===== src/rtl/scoreboard_reg_file_pkg.sv =====
// Shared constants and packing helpers for the scoreboarded register file.
// Default geometry matches the legacy 32x32 file.
package scoreboard_reg_file_pkg;

  localparam int DEF_DATA_WIDTH = 32;
  localparam int DEF_ADDR_WIDTH = 5;
  localparam int DEF_READ_PORTS = 2;
  localparam int DEF_PEND_WIDTH = 2;
  localparam int ZERO_IDX       = 0;

  // Low bit of port p's field inside a packed multi-port bus.
  function automatic int sliceLo(input int port, input int width);
    return port * width;
  endfunction

endpackage


===== src/rtl/pending_scoreboard.sv =====
// Per-register pending-writer counters: reservation, commit and flush
// arithmetic, reservation stall, sticky unreserved-write error, busy lookup.
module pending_scoreboard
  import scoreboard_reg_file_pkg::*;
#(
  parameter int ADDR_WIDTH = DEF_ADDR_WIDTH,
  parameter int READ_PORTS = DEF_READ_PORTS,
  parameter int ZERO_REG   = 1,
  parameter int BYPASS     = 1,
  parameter int PEND_WIDTH = DEF_PEND_WIDTH
) (
  input  logic                           clock,
  input  logic                           resetN,
  input  logic [READ_PORTS*ADDR_WIDTH-1:0] readId,
  output logic [READ_PORTS-1:0]          readBusy,
  input  logic                           writeEnable,
  input  logic [ADDR_WIDTH-1:0]          writeId,
  input  logic                           reserveEnable,
  input  logic [ADDR_WIDTH-1:0]          reserveId,
  input  logic                           flush,
  output logic                           reserveStall,
  output logic                           writeUnreserved
);

  localparam int DEPTH = 1 << ADDR_WIDTH;

  logic [PEND_WIDTH-1:0] cnt [DEPTH];

  logic writeZero;
  logic reserveZero;
  logic writeValid;
  logic reserveAccept;
  logic writeCntZero;

  assign writeZero     = (ZERO_REG != 0) && (writeId == ADDR_WIDTH'(ZERO_IDX));
  assign reserveZero   = (ZERO_REG != 0) && (reserveId == ADDR_WIDTH'(ZERO_IDX));
  assign writeValid    = writeEnable && !writeZero;
  assign writeCntZero  = (cnt[writeId] == '0);

  // A write to the same index frees a slot in this edge, so it never stalls.
  assign reserveStall  = reserveEnable && !reserveZero && (cnt[reserveId] == '1) &&
                         !(writeEnable && (writeId == reserveId)) && !flush;
  assign reserveAccept = reserveEnable && !reserveZero && !reserveStall;

  always_ff @(posedge clock or negedge resetN) begin
    if (!resetN) begin
      for (int i = 0; i < DEPTH; i++) cnt[i] <= '0;
      writeUnreserved <= 1'b0;
    end else begin
      for (int i = 0; i < DEPTH; i++) begin
        if (flush) begin
          cnt[i] <= (reserveAccept && (reserveId == ADDR_WIDTH'(i))) ? PEND_WIDTH'(1) : '0;
        end else if (reserveAccept && (reserveId == ADDR_WIDTH'(i)) &&
                     !(writeValid && (writeId == ADDR_WIDTH'(i)) && (cnt[i] != '0))) begin
          cnt[i] <= cnt[i] + PEND_WIDTH'(1);
        end else if (!(reserveAccept && (reserveId == ADDR_WIDTH'(i))) &&
                     writeValid && (writeId == ADDR_WIDTH'(i)) && (cnt[i] != '0)) begin
          cnt[i] <= cnt[i] - PEND_WIDTH'(1);
        end
      end
      if (writeValid && !flush && writeCntZero) writeUnreserved <= 1'b1;
    end
  end

  always_comb begin
    logic [ADDR_WIDTH-1:0] id;
    logic [PEND_WIDTH-1:0] c;
    id       = '0;
    c        = '0;
    readBusy = '0;
    for (int p = 0; p < READ_PORTS; p++) begin
      id = readId[sliceLo(p, ADDR_WIDTH) +: ADDR_WIDTH];
      c  = cnt[id];
      if ((ZERO_REG != 0) && (id == ADDR_WIDTH'(ZERO_IDX))) begin
        readBusy[p] = 1'b0;
      end else if ((BYPASS != 0) && writeValid && (writeId == id)) begin
        // The committing writer is already visible through the bypass.
        readBusy[p] = (c > PEND_WIDTH'(1));
      end else begin
        readBusy[p] = (c != '0);
      end
    end
  end

endmodule


===== src/rtl/scoreboard_reg_file.sv =====
// Multi-port register file with optional zero register and write bypass,
// plus a pending-writer scoreboard for the issue stage.
module scoreboard_reg_file
  import scoreboard_reg_file_pkg::*;
#(
  parameter int DATA_WIDTH = DEF_DATA_WIDTH,
  parameter int ADDR_WIDTH = DEF_ADDR_WIDTH,
  parameter int READ_PORTS = DEF_READ_PORTS,
  parameter int ZERO_REG   = 1,
  parameter int BYPASS     = 1,
  parameter int PEND_WIDTH = DEF_PEND_WIDTH
) (
  input  logic                             Clock,
  input  logic                             Reset,
  input  logic [READ_PORTS*ADDR_WIDTH-1:0] ReadID,
  output logic [READ_PORTS*DATA_WIDTH-1:0] ReadData,
  output logic [READ_PORTS-1:0]            ReadBusy,
  input  logic                             WriteEnable,
  input  logic [ADDR_WIDTH-1:0]            WriteID,
  input  logic [DATA_WIDTH-1:0]            WriteData,
  input  logic                             ReserveEnable,
  input  logic [ADDR_WIDTH-1:0]            ReserveID,
  output logic                             ReserveStall,
  input  logic                             Flush,
  output logic                             WriteUnreserved
);

  localparam int DEPTH = 1 << ADDR_WIDTH;

  logic [DATA_WIDTH-1:0] regs [DEPTH];
  logic                  writeValid;

  assign writeValid = WriteEnable &&
                      !((ZERO_REG != 0) && (WriteID == ADDR_WIDTH'(ZERO_IDX)));

  always_ff @(posedge Clock or negedge Reset) begin
    if (!Reset) begin
      for (int i = 0; i < DEPTH; i++) regs[i] <= '0;
    end else if (writeValid) begin
      regs[WriteID] <= WriteData;
    end
  end

  // Bypass is gated by Reset so every port reads 0 while reset is held.
  always_comb begin
    logic [ADDR_WIDTH-1:0] id;
    id       = '0;
    ReadData = '0;
    for (int p = 0; p < READ_PORTS; p++) begin
      id = ReadID[sliceLo(p, ADDR_WIDTH) +: ADDR_WIDTH];
      if ((ZERO_REG != 0) && (id == ADDR_WIDTH'(ZERO_IDX))) begin
        ReadData[sliceLo(p, DATA_WIDTH) +: DATA_WIDTH] = '0;
      end else if ((BYPASS != 0) && Reset && writeValid && (WriteID == id)) begin
        ReadData[sliceLo(p, DATA_WIDTH) +: DATA_WIDTH] = WriteData;
      end else begin
        ReadData[sliceLo(p, DATA_WIDTH) +: DATA_WIDTH] = regs[id];
      end
    end
  end

  pending_scoreboard #(
    .ADDR_WIDTH (ADDR_WIDTH),
    .READ_PORTS (READ_PORTS),
    .ZERO_REG   (ZERO_REG),
    .BYPASS     (BYPASS),
    .PEND_WIDTH (PEND_WIDTH)
  ) uScoreboard (
    .clock           (Clock),
    .resetN          (Reset),
    .readId          (ReadID),
    .readBusy        (ReadBusy),
    .writeEnable     (WriteEnable),
    .writeId         (WriteID),
    .reserveEnable   (ReserveEnable),
    .reserveId       (ReserveID),
    .flush           (Flush),
    .reserveStall    (ReserveStall),
    .writeUnreserved (WriteUnreserved)
  );

endmodule


===== config.mk =====
export PLATFORM = sky130hd
export DESIGN_NAME = scoreboard_reg_file
export DESIGN_NICKNAME = d
export VERILOG_FILES = /design/src/rtl/scoreboard_reg_file_pkg.sv /design/src/rtl/pending_scoreboard.sv /design/src/rtl/scoreboard_reg_file.sv
export SDC_FILE = /design/constraint.sdc
export NUM_CORES = 2
export LEC_CHECK = 0
export BUFFER_PORTS_ARGS = -buffer_cell sky130_fd_sc_hd__buf_4
export CAP_MARGIN = 20
export CORE_MARGIN = 2
export CORE_UTILIZATION = 35
export DETAILED_ROUTE_END_ITERATION = 6
export PLACE_DENSITY = 0.61
export RECOVER_POWER = 50
export SLEW_MARGIN = 30
export SYNTH_ARGS = -nofsm -noshare
export SYNTH_HDL_FRONTEND = slang
export SYNTH_HIERARCHICAL = 1
export SYNTH_SLANG_ARGS = --single-unit

===== constraint.sdc =====
create_clock -name Clock -period 6.2 [get_ports Clock]
set_input_delay 0.62 -clock Clock [delete_from_list [all_inputs] [get_ports Clock]]
set_output_delay 0.62 -clock Clock [all_outputs]
set_load 0.02 [all_outputs]

==> reports/summary.txt <==
Root Driver: clkbuf_16
Area leader, netlist: dfrtp_1
Top post-synthesis cells by area: dfrtp_1 44%, mux2_2 21%, mux4_2 14%
GRT Util Overall: 0.2235
Syn_nets: 4698
Maximum vdd drop: 216.6 uV
Max-Slew Margin vs Limit: -1.920
Vias in the first global route: 42711
WP data arrival: 5740 ps
Die span in x: 422.7 um
Run status: finished with violations
Clock tree sinks: 1089
Post-CTS setup buffers: 0
Primary FF master, synth: dfrtp_1
Post-CTS Hold Fix Bufs: 1
Crit start category: input pin
IO Count: 125
Buffers on Ports: 124
R2r startpoint: uScoreboard/cnt[20]
Synth async-reset ratio: 1.000
DR vias/cell: 6.090
Logic gate share of total power: 0.207
Warnings, synthesis: 6
Cell count after synthesis: 4641
Synth cell types: 73
First-pass GRT wire length: 298200 um
Leak pwr: 28.49 nW
Synth top area share: 0.4441
Mapped Avg Cell Area: 13.22 um2
Max-slew violation count: 964
Layout cells sized above 1: 0.4333
Worst skew pair latency: 760 ps
#FFs+latches synth: 1089
FF-to-FF setup slack: 2960 ps
Reg area: 27250 um2
Number of max-cap violations: 31
Via count: 42269
Aggregate global routing overflow: 0
Initial antenna violation count: 10
CTS resizes: 0
Initial Utilization: 0.3527
Power Density: 305.1 nW/um2
PnR worst setup slack: 1079 ps
Net Sw Frac: 0.2819
Post-DP HPWL: 122000 um
Worst Skew: 10.52 ps
Setup TNS: 0 ps
Inserted Clock Buffers: 116
HP Class: input pin to register
Actual slew at the worst max-slew pin: 4380 ps
Fin nets: 4570
Crit path to: regs[588]
Syn-to-layout area delta: 10.50%
CTS max path bufs: 3
Iteration-0 DRC Markers: 4147
Remaining DRCs: 0
CP Capture Type: register
Drt first pass iters: 5
Failing checks: capacitance limit, slew limit
Hold Violations, Final: 0
Sequential element share of the synthesized area: 0.4441
Critical path fanouts, max: 32
Largest net degree at the start of global routing: 172
CTS tree: done
Part of the power in registers: 0.450
RSZ-0062 raised after global routing: false
Row Count: 153
Internal cell power: 14.86 mW
Worst Path Class, Setup: input pin to register
Launch point of the worst path: WriteID[0]
NetSw: 5.832 mW
H-tree Lvls: 3
Die ar.: 178700 um2
Multi-input gate area: 31710 um2
Worst r2r path cells: 7
Dpl ws: 1629 ps
WP data required: 6820 ps
Die height: 422.7 um
Final non-filler cell total: 6941
Final setup fails: 0
Fmax: 0.1953 GHz
Routed length per instance: 29.30 um
Final Cycle Share: 0.8260
Post-synth EDFFs: 0
Post-route ant nets: 0
WL final: 203300 um
Reg2Reg Capture Point: uScoreboard/cnt[31]
# placed instances: 6715
FILL cells: 16337
Final GP Congestion: 0.8569
Period minus WS final: 5121 ps
Clock Pin Slew Worst Setup and Hold Paths: 60 ps
Mapped Area: 61370 um2
Core Footprint: 174000 um2
Clock network power share: 0.343
[synth_stat cells, types with 4 or more instances]
| cell | number |
|---|---|
| mux2_2 | 1150 |
| dfrtp_1 | 1089 |
| mux4_2 | 393 |
| nor2_1 | 257 |
| clkbuf_1 | 232 |
| mux2i_1 | 208 |
| nor3_1 | 184 |
| buf_2 | 129 |
| nand2_1 | 119 |
| o22ai_1 | 107 |
| a211oi_1 | 100 |
| a21oi_1 | 65 |
| o221ai_1 | 62 |
| a221o_1 | 54 |
| buf_1 | 51 |
| buf_4 | 50 |
| o21ai_0 | 48 |
| xnor2_1 | 43 |
| nand3_1 | 30 |
| buf_6 | 25 |
| nor2b_1 | 23 |
| nor3b_1 | 23 |
| nand2b_1 | 16 |
| o211ai_1 | 16 |
| and2_1 | 14 |
| xor2_1 | 14 |
| a221oi_1 | 11 |
| o21a_1 | 11 |
| a22o_1 | 10 |
| a22oi_1 | 10 |
| a31oi_1 | 8 |
| nand3b_1 | 8 |
| o21bai_1 | 6 |
| buf_12 | 5 |
| inv_1 | 5 |
| or2_2 | 5 |
| and3_1 | 4 |
| nand4_1 | 4 |
| or2_1 | 4 |
[worst min-delay path by stage]
stage | start | endpoint | depth (start not counted)
CTS | WriteEnable | uScoreboard/writeUnreserved | 3
finish | ReserveID[2] | uScoreboard/cnt[34] | 3
global placement | regs[1015] | regs[1015] | 0
detailed placement | regs[1015] | regs[1015] | 0
floorplan | Reset | regs[0] | 0
global route | ReserveID[2] | uScoreboard/cnt[34] | 3
[sequential cells by signal (all words and copies together) (netlist names)]
| signal | cells |
|---|---|
| uScoreboard/cnt | 64 |
| regs | 1024 |
| uScoreboard/writeUnreserved | 1 |
[kinds of logic after synthesis]
| logic type | share of synthesized area |
|---|---|
| compound gates | 0.06266 |
| mux | 0.3894 |
| xor+xnor | 0.008135 |
| simple gates | 0.05448 |
| flops | 0.4441 |
| buf+inv | 0.04129 |
[cell usage in the layout, fill, tap and decap left out, types with 8 or more instances in the layout]
cell and n:
nand3_1 30, a211oi_1 99, a21oi_1 65, nand2b_1 12
o221ai_1 62, nand3b_1 8, nand2_1 109, clkbuf_1 56
a221o_1 54, buf_12 10, a221oi_1 11, dfrtp_1 1089
a31oi_1 8, clkbuf_16 117, mux2i_1 208, mux2_2 1148
o22ai_1 107, nor2_1 253, nor3_1 182, a22o_1 10
and2_1 14, nand2_2 9, clkbuf_8 37, xnor2_1 43
xor2_1 14, nor2b_1 23, o21ai_0 48, clkinv_2 18
o21a_1 11, a22oi_1 10, nor3b_1 21, buf_4 199
o211ai_1 16, mux4_2 393
[layer usage]
| layer | wire (um) | vias up | part of all wire | track usage |
|---|---|---|---|---|
| met3 | 14060 | 473 | 0.069 | 0.03657 |
| met5 | 37 | - | 0.00018 | 0 |
| met2 | 96280 | 1799 | 0.47 | 0.3563 |
| met1 | 83490 | 22544 | 0.41 | 0.2972 |
| met4 | 9479 | 6 | 0.047 | 0.1047 |
| li1 | - | 17447 | - | - |
[worst max-delay path: stages]
cell      delay (ps)
clkbuf_1        1150
nand2_1          170
or2_0            420
nor2_4           140
clkbuf_1        2650
mux2_2           500
[layout make-up]
type | instances | area share
Sequential cell | 1089 | 0.4019
Timing Repair Buffer | 250 | 0.03033
Clock inverter | 30 | 0.004447
Clock buffer | 184 | 0.05235
Tap cell | 2325 | 0.04290
Inverter | 5 | 0.0002768
Antenna cell | 7 | 0.0002583
Multi-Input combinational cell | 3051 | 0.4676
[power groups by stage]
| stage | combinational (mW) | clock, mW | sequential [mW] |
|---|---|---|---|
| after floorplan | 3.22 | 0 | 9.08 |
| after global placement | 4.19 | 0 | 9.30 |
| after detailed placement | 4.27 | 0 | 9.39 |
| after CTS | 4.28 | 7.20 | 9.27 |
| after global routing | 4.55 | 7.49 | 9.47 |
| final | 4.28 | 7.10 | 9.32 |
[metrics by stage]
stage                     total power [mW]  instance area, um2    util  hold WS, ps
after detailed placement             13.66               64180  0.3688        387.6
final                                20.69               67810  0.3897        297.4
after global placement               13.49               63980  0.3677        383.5
after global routing                 21.51               67810  0.3897        296.2
after floorplan                      12.30               61370       -        324.4
after CTS                            20.75               68040  0.3910        244.3
(Power assumes the default switching activity.)
